===== src/rtl/onehot_sequencer_decoder.sv =====
// Registered N-to-2^N one-hot select sequencer with dwell handshake.
// Optional ONEHOT_SEQ_LIMIT_EN adds a runtime upper index limit.
module onehot_sequencer_decoder #(
    parameter int UUID      = 0,
    parameter     NAME      = "",
    parameter int SEL_WIDTH = 2,
    parameter int DWELL     = 1,
    localparam int OUT_WIDTH = 1 << SEL_WIDTH
) (
    input  logic                 clk,
    input  logic                 rst,
    input  logic                 in_valid,
    output logic                 in_ready,
    input  logic [1:0]           cmd,
    input  logic [SEL_WIDTH-1:0] sel,
`ifdef ONEHOT_SEQ_LIMIT_EN
    input  logic [SEL_WIDTH-1:0] limit,
`endif
    output logic [OUT_WIDTH-1:0] out_onehot,
    output logic                 out_valid,
    output logic [SEL_WIDTH-1:0] cur_index,
    output logic                 wrap
);

    localparam logic [0:0] ST_IDLE   = 1'b0;
    localparam logic [0:0] ST_ACTIVE = 1'b1;

    localparam logic [1:0] CMD_LOAD  = 2'd0;
    localparam logic [1:0] CMD_UP    = 2'd1;
    localparam logic [1:0] CMD_DN    = 2'd2;
    localparam logic [1:0] CMD_CLEAR = 2'd3;

    localparam logic [7:0] DWELL_INIT = 8'(DWELL - 1);

    if (SEL_WIDTH < 1 || SEL_WIDTH > 6 || DWELL < 1 || DWELL > 255)
    begin : g_bad_param
        $error("%s (uuid %0d): parameter out of range", NAME, UUID);
    end

    logic [0:0]           state_q, state_d;
    logic [SEL_WIDTH-1:0] idx_q, idx_d;
    logic [OUT_WIDTH-1:0] onehot_q, onehot_d;
    logic [7:0]           dwell_q, dwell_d;
    logic                 wrap_q, wrap_d;
    logic [SEL_WIDTH-1:0] eff_max;
    logic [SEL_WIDTH-1:0] load_idx;
    logic                 accept;
    logic                 is_idle;
    logic                 do_load, do_up, do_dn, do_clr;

`ifdef ONEHOT_SEQ_LIMIT_EN
    assign eff_max = limit;
`else
    assign eff_max = {SEL_WIDTH{1'b1}};
`endif

    assign is_idle  = (state_q == ST_IDLE);
    assign in_ready = is_idle | (dwell_q == 8'd0);
    assign accept   = in_valid & in_ready;
    assign load_idx = (sel > eff_max) ? eff_max : sel;

    assign do_load = accept & (cmd == CMD_LOAD);
    assign do_up   = accept & (cmd == CMD_UP);
    assign do_dn   = accept & (cmd == CMD_DN);
    assign do_clr  = accept & (cmd == CMD_CLEAR);

    always_comb begin
        state_d = state_q;
        idx_d   = idx_q;
        wrap_d  = 1'b0;
        dwell_d = (dwell_q != 8'd0) ? dwell_q - 8'd1 : 8'd0;
        unique case (1'b1)
            do_load: begin
                state_d = ST_ACTIVE;
                idx_d   = load_idx;
                dwell_d = DWELL_INIT;
            end
            do_up: begin
                state_d = ST_ACTIVE;
                dwell_d = DWELL_INIT;
                if (is_idle) begin
                    idx_d = '0;
                end else if (idx_q >= eff_max) begin
                    // an index stranded above a lowered limit also wraps
                    idx_d  = '0;
                    wrap_d = 1'b1;
                end else begin
                    idx_d = idx_q + 1'b1;
                end
            end
            do_dn: begin
                state_d = ST_ACTIVE;
                dwell_d = DWELL_INIT;
                if (is_idle) begin
                    idx_d = eff_max;
                end else if (idx_q == '0) begin
                    idx_d  = eff_max;
                    wrap_d = 1'b1;
                end else begin
                    idx_d = idx_q - 1'b1;
                end
            end
            do_clr: begin
                state_d = ST_IDLE;
                dwell_d = 8'd0;
            end
            default: ;
        endcase
    end

    always_comb begin
        onehot_d = '0;
        if (state_d == ST_ACTIVE) begin
            onehot_d[idx_d] = 1'b1;
        end
    end

    always_ff @(posedge clk or negedge rst) begin
        if (!rst) begin
            state_q  <= ST_IDLE;
            idx_q    <= '0;
            onehot_q <= '0;
            dwell_q  <= 8'd0;
            wrap_q   <= 1'b0;
        end else begin
            state_q  <= state_d;
            idx_q    <= idx_d;
            onehot_q <= onehot_d;
            dwell_q  <= dwell_d;
            wrap_q   <= wrap_d;
        end
    end

    assign out_onehot = onehot_q;
    assign out_valid  = (state_q == ST_ACTIVE);
    assign cur_index  = idx_q;
    assign wrap       = wrap_q;

endmodule


===== config.mk =====
export PLATFORM = sky130hd
export DESIGN_NAME = onehot_sequencer_decoder
export DESIGN_NICKNAME = d
export VERILOG_FILES = /design/src/rtl/onehot_sequencer_decoder.sv
export SDC_FILE = /design/constraint.sdc
export NUM_CORES = 1
export LEC_CHECK = 0
export BUFFER_PORTS_ARGS = -buffer_cell sky130_fd_sc_hd__buf_4
export CAP_MARGIN = 30
export CORE_MARGIN = 2
export CORE_UTILIZATION = 35
export DETAILED_ROUTE_END_ITERATION = 8
export HOLD_SLACK_MARGIN = 0.02
export PLACE_DENSITY_LB_ADDON = 0.3
export SLEW_MARGIN = 5
export SYNTH_ARGS = -nofsm -noshare
export SYNTH_HDL_FRONTEND = slang
export SYNTH_SLANG_ARGS = --single-unit

===== constraint.sdc =====
create_clock -name clk -period 1.7 [get_ports clk]
set_input_delay 0.17 -clock clk [delete_from_list [all_inputs] [get_ports clk]]
set_output_delay 0.17 -clock clk [all_outputs]
set_load 0.01 [all_outputs]

==> results.toml, run 1 <==
[run_status]
status = "complete, but fails checks"
violations = "setup timing"

[timing]
period_minus_slack_ns = 1.816
period_share_pct = 106.8
rsz0062_at_grt = "yes"
setup_slack_ns = -0.1158
setup_viol = 7
relSlewSlack_pct = 75.76
finalHoldViolCount = 0
final.setup_skew_ns = 0.004917
worstMarginPinSlew_ns = 0.3535
max_clock_freq_mhz = 550.7
whs_ns = 0.2582
slew_violations = 0

[route]
via_per_inst = 5.027
drt_iter0_drc = 10
avgRoutedWirePerCell_um = 13.31
first_pass_iters = 4
drt_wl_total_um = 1997
antenna_left = 0
num_vias = 754
drc = 0

[floorplanning]
core_sq_um = 2432
initial_core_util_pct = 36.01
die_w_um = 54.03
rows = 18
design.die.area_sq_um = 2919
pin_count = 16
die_y_um = 54.03

[logic_synthesis]
synthAdderAreaFrac_pct = 4.286
synth_edf_count = 0
yosys_warnings = 0
synthSimpleGateAreaFrac_pct = 23.57
muxShareOfSynthArea_pct = 5.857
yosysSeqAreaShare_pct = 45.71
synthXorXnorAreaFrac_pct = 5.000
synthArstFlopShare_pct = 100.0
syn_nets = 98
ys_ff_latch = 16
synth_top_family_by_area = "simple AND/OR/NAND/NOR gates"
avgSynthCellArea_sq_um = 9.953
netlist_instances = 88
synth-main-ff-cell = "dfrtp_1"
syn-cell-area_sq_um = 875.8
synth_compound_area_share_pct = 11.57
yosysUniqueCellTypes = 31

[clock_tree]
clk_path_buf_depth = 2
cts_max_level = 1
cts_tree = "done"
cts.sinks = 16
cts_buffers = 3
clk_latency_ns = 0.28
clkTransAtPathRegs_ns = 0.09
cts_root_buf = "clkbuf_4"

[worst_setup_path]
r2r_slack_ns = -0.12
r2r_end = "out_onehot[1]"
worstPathRequired_ns = 1.90
slowest_stage = "or4b_4"
critPathLaunchType = "register"
worstSetupStartpoint = "dwell_q[0]"
worstRegToRegCells = 7
cp.arrival_ns = 2.01
end_kind = "register"
slowest_delay_ns = 0.47
worstPathMaxFanout = 3
cp_top_family = "compound AO/OA/AOI/OAI gates"
rr_startpoint = "dwell_q[0]"
path_buf_inv = 2
path_class = "reg2reg"
path_cells = "inv_2, ha_4, or4b_4, o21ai_4, buf_4, o2111ai_2, o22ai_1"

[placement]
io_buffers = 15
dpl.hpwl_um = 1547
place_inst = 144
place_ws_ns = -0.06825
gp_congestion = 0.7935

[power]
powerDensity_nw_per_um2 = 1700
p_leak_nw = 0.5954
peakVddDrop_uv = 840.9

[grt]
grt_pass1_wl_um = 3339
antenna_found_initial = 0
grt_pass1_vias = 742
grt_max_degree = 17
grtUsageTotal_pct = 16.10
overflow = 0

[layout]
drive_gt1_share_pct = 36.67
nNetsFinal = 132
postLayoutCoreUtil_pct = 49.49
stdcell_count = 150
syn_to_final_growth_pct = 37.43
n_antenna_cell = 0

[run]
maxCapViolCount = 0

[min_path]
hold_start = "in_valid"
hold_class = "in2reg"
worstHoldPathCells = 3
hold_end = "dwell_q[6]"
## cell usage after synthesis, types with 3 or more instances
master   instances  area, sq um
ha_1             3        37.54
mux2i_1          4        40.04
xor2_1           3        26.28
inv_1            6        22.52
nand3_1          4        20.02
nor2_1          11        41.29
dfrtp_1         16        400.4
nand2_1          7        26.28
o22ai_1          4        25.02
## worst max path at each step
stage / slack, ns / to / depth (start not counted)
finish: -0.12 / out_onehot[1] / 7
global route: -0.17 / out_onehot[0] / 7
CTS: -0.12 / in_ready / 5
detailed placement: -0.07 / out_onehot[0] / 6
global placement: -0.03 / out_onehot[1] / 6
floorplan: -0.04 / cur_index[1] / 6
## kinds of logic after synthesis
group	after synthesis
adders and majority gates	3
AOI/OAI and AO/OA	13
buffers and inverters	9
xor gates and xnor gates	5
muxes	5
and+or+nand+nor	37
DFF	16
## tightest hold or removal path: stages
cell and delay, ns:
buf_4 0.11, nor2b_1 0.17, nor2_1 0.06
## through the flow
stage	instance area [sq um]	total power, mW	TNS, ns
CTS	1204	2.066	-0.6124
finish	1204	2.046	-0.5686
detailed placement	1152	1.815	-0.2310
floorplan	909.6	1.321	-0.03614
global route	1204	2.232	-1.025
global placement	1152	1.778	-0.03102
## timing repair
action                     in CTS  in global routing
setup endpoints to repair       7                  7
gates resized for setup         1                  0
pin swaps                       2                  0
hold buffers                    1                  0
setup buffers                   2                  0
hold endpoints to repair       16                  0
## power by group
group          switching [mW]  total, mW  internal [mW]
registers               0.109      0.645          0.537
logic                   0.574       1.20          0.629
clock network           0.116      0.198         0.0822
total                   0.798       2.05           1.25
## layer usage
metal  vias up  global-route usage (%)  part of all wire, %
li1        371                       -                    -
met1       367                   21.90                   47
met2        14                   25.00                   48
met3         2                   2.500                  4.5
met4         0                   7.500                 0.70
met5         -                       0                    0
## placed cells by master, fill, tap and decap left out, types with 3 or more instances in the layout
cell / netlist / routed
nor2_1: 11 / 11
inv_1: 6 / 4
nand3_1: 4 / 4
dfrtp_1: 16 / 16
o22ai_1: 4 / 4
clkbuf_4: 0 / 3
buf_4: 0 / 30
nand2_1: 7 / 7
mux2i_1: 4 / 4
xor2_1: 3 / 3
## flip-flops by register name, summed over array words and instances (netlist names)
register    count
out_valid       1
cur_index       2
dwell_q         8
out_onehot      4
wrap            1
## cell type report
cell class | count | area, sq um
Tap cell | 30 | 37.54
Sequential cell | 16 | 400.4
Timing Repair Buffer | 32 | 246.5
Clock buffer | 3 | 22.52
Inverter | 6 | 22.52
Fill cell | 240 | 1229
Multi-Input combinational cell | 63 | 474.2
(Power assumes the default switching activity.)
==> run 2: changes to the inputs <==
--- a/config.mk
+++ b/config.mk
@@ -10,6 +10,7 @@
 export CORE_MARGIN = 2
 export CORE_UTILIZATION = 35
 export DETAILED_ROUTE_END_ITERATION = 8
+export GPL_TIMING_DRIVEN = 0
 export HOLD_SLACK_MARGIN = 0.02
 export PLACE_DENSITY_LB_ADDON = 0.3
 export SLEW_MARGIN = 5
==> constraint.sdc (replaced) <==
create_clock -name clk -period 2 [get_ports clk]
set_input_delay 0.2 -clock clk [delete_from_list [all_inputs] [get_ports clk]]
set_output_delay 0.2 -clock clk [all_outputs]
set_load 0.01 [all_outputs]
==> run 2 against run 1 <==
Die area stayed put; largest cell class unchanged; sequential power is 12% lower; setup slack better by 0.18 ns; first-iteration DRC count is 30% higher; the run now ends clean; combinational power is 32% lower.
==> results.toml, run 2 (synthesis gave the netlist of run 1 again) <==
[min_path]
hold_class = "in2async"

[route]
drt-met1-wl_um = 811
drt_wl_total_um = 1698
drc = 0
first_pass_iters = 4
drt_iter0_drc = 13
avgRoutedWirePerCell_um = 12.22
top_layer_used = "met4"
num_vias = 691
dr_wl_met2_um = 819
wl_met3_um = 57
antenna_left = 0
via_per_inst = 4.971

[floorplanning]
core_sq_um = 2432
initial_core_util_pct = 36.01
die_y_um = 54.03
design.die.area_sq_um = 2919
die_w_um = 54.03
pin_count = 16
rows = 18

[worst_setup_path]
end_kind = "primary output"
cp.arrival_ns = 1.73
path_class = "reg2out"
worstSetupStartpoint = "dwell_q[1]"
critPathLaunchType = "register"
rr_startpoint = "dwell_q[1]"
worstPathRequired_ns = 1.80
worstPathMaxFanout = 5

[layout]
nNetsFinal = 120
multi_input_area_sq_um = 460.4
layout_commonest_cell = "dfrtp_1"
largest_reg_flops = 8
stdcell_count = 139
top_register = "dwell_q"
syn_to_final_growth_pct = 26.00
drive_gt1_share_pct = 25.69
n_antenna_cell = 0
final_area_sq_um = 1104
regArea_sq_um = 400.4
mostFrequentLayoutCells = "dfrtp_1, buf_4, nor2_1"
nFillCells = 250

[timing]
finalHoldViolCount = 0
worstMarginPinSlew_ns = 0.5267
final.setup_skew_ns = 0.01021
period_share_pct = 96.69
setup_viol = 0
relSlewSlack_pct = 64.89
max_clock_freq_mhz = 517.1
whs_ns = 0.2954
tns_ns = 0
slew_violations = 0
rsz0062_at_grt = "yes"
period_minus_slack_ns = 1.934

[power]
p_leak_nw = 0.5339
powerDensity_nw_per_um2 = 1446
peakVddDrop_uv = 675.4

[run]
maxCapViolCount = 0

[clock_tree]
cts_tree = "done"
cts_buffers = 3
clk_path_buf_depth = 2
cts_root_buf = "clkbuf_4"
clkTransAtPathRegs_ns = 0.10
cts_max_level = 1
clk_latency_ns = 0.28
cts.sinks = 16

[placement]
place_inst = 131
dpl_cell_area_sq_um = 1011
io_buffers = 13
dpl.hpwl_um = 1277
gp_congestion = 0.7738

[grt]
overflow = 0
antenna_found_initial = 0
grt_pass1_vias = 629
grt_max_degree = 17
grtUsageTotal_pct = 13.15
grt_pass1_wl_um = 2718

[run_status]
status = "complete, no violations"
[run 2: timing repair]
action,4_1_cts,5_1_grt
setup endpoints to repair,1,5
setup buffers,2,1
pin swaps,1,2
hold buffers,1,0
gates resized for setup,2,3
endpoints found under the hold margin,16,0
[run 2: worst paths after layout]
check | cells past startpoint | slack, ns | end
min reg2reg | 2 | 0.54 | dwell_q[0]
min | 2 | 0.30 | dwell_q[0]
max reg2reg | 7 | 0.10 | out_onehot[2]
max | 5 | 0.07 | in_ready
max in group asynchronous | 2 | 1.51 | out_onehot[2]
min in group clk | 3 | 0.30 | dwell_q[6]
[run 2: cell type report]
| cell class | count | area share (%) |
|---|---|---|
| inverter | 6 | 2.041 |
| tap | 30 | 3.401 |
| sequential | 16 | 36.28 |
| timing repair buffer | 17 | 12.13 |
| multi-input combinational | 63 | 41.72 |
| buffer | 3 | 1.134 |
| clock buffer | 4 | 3.288 |
[run 2: critical path, stage by stage (launching register included)]
cell and delay (ns):
dfrtp_1 0.42, inv_2 0.08, ha_4 0.16, or4b_4 0.48
o21ai_4 0.19, buf_6 0.13
[run 2: layer usage]
layer | vias up | global-route usage [%]
met1 | 330 | 18.26
met3 | 2 | 3.333
li1 | 351 | -
met2 | 8 | 18.90
met5 | - | 0
met4 | 0 | 6.250
[run 2: stage by stage]
step,total power [mW],utilization [%],setup WS (ns)
after global routing,1.755,45.37,-0.01589
final,1.595,45.37,0.06627
after CTS,1.579,44.60,0.01353
after detailed placement,1.302,41.56,0.05612
after floorplan,1.069,-,0.2088
after global placement,1.285,41.56,0.08273
[run 2: power by group]
part | internal [mW] | switching (mW) | total (mW)
sequential | 0.456 | 0.110 | 0.566
clock | 0.111 | 0.100 | 0.211
combinational | 0.408 | 0.411 | 0.819
total | 0.974 | 0.621 | 1.60
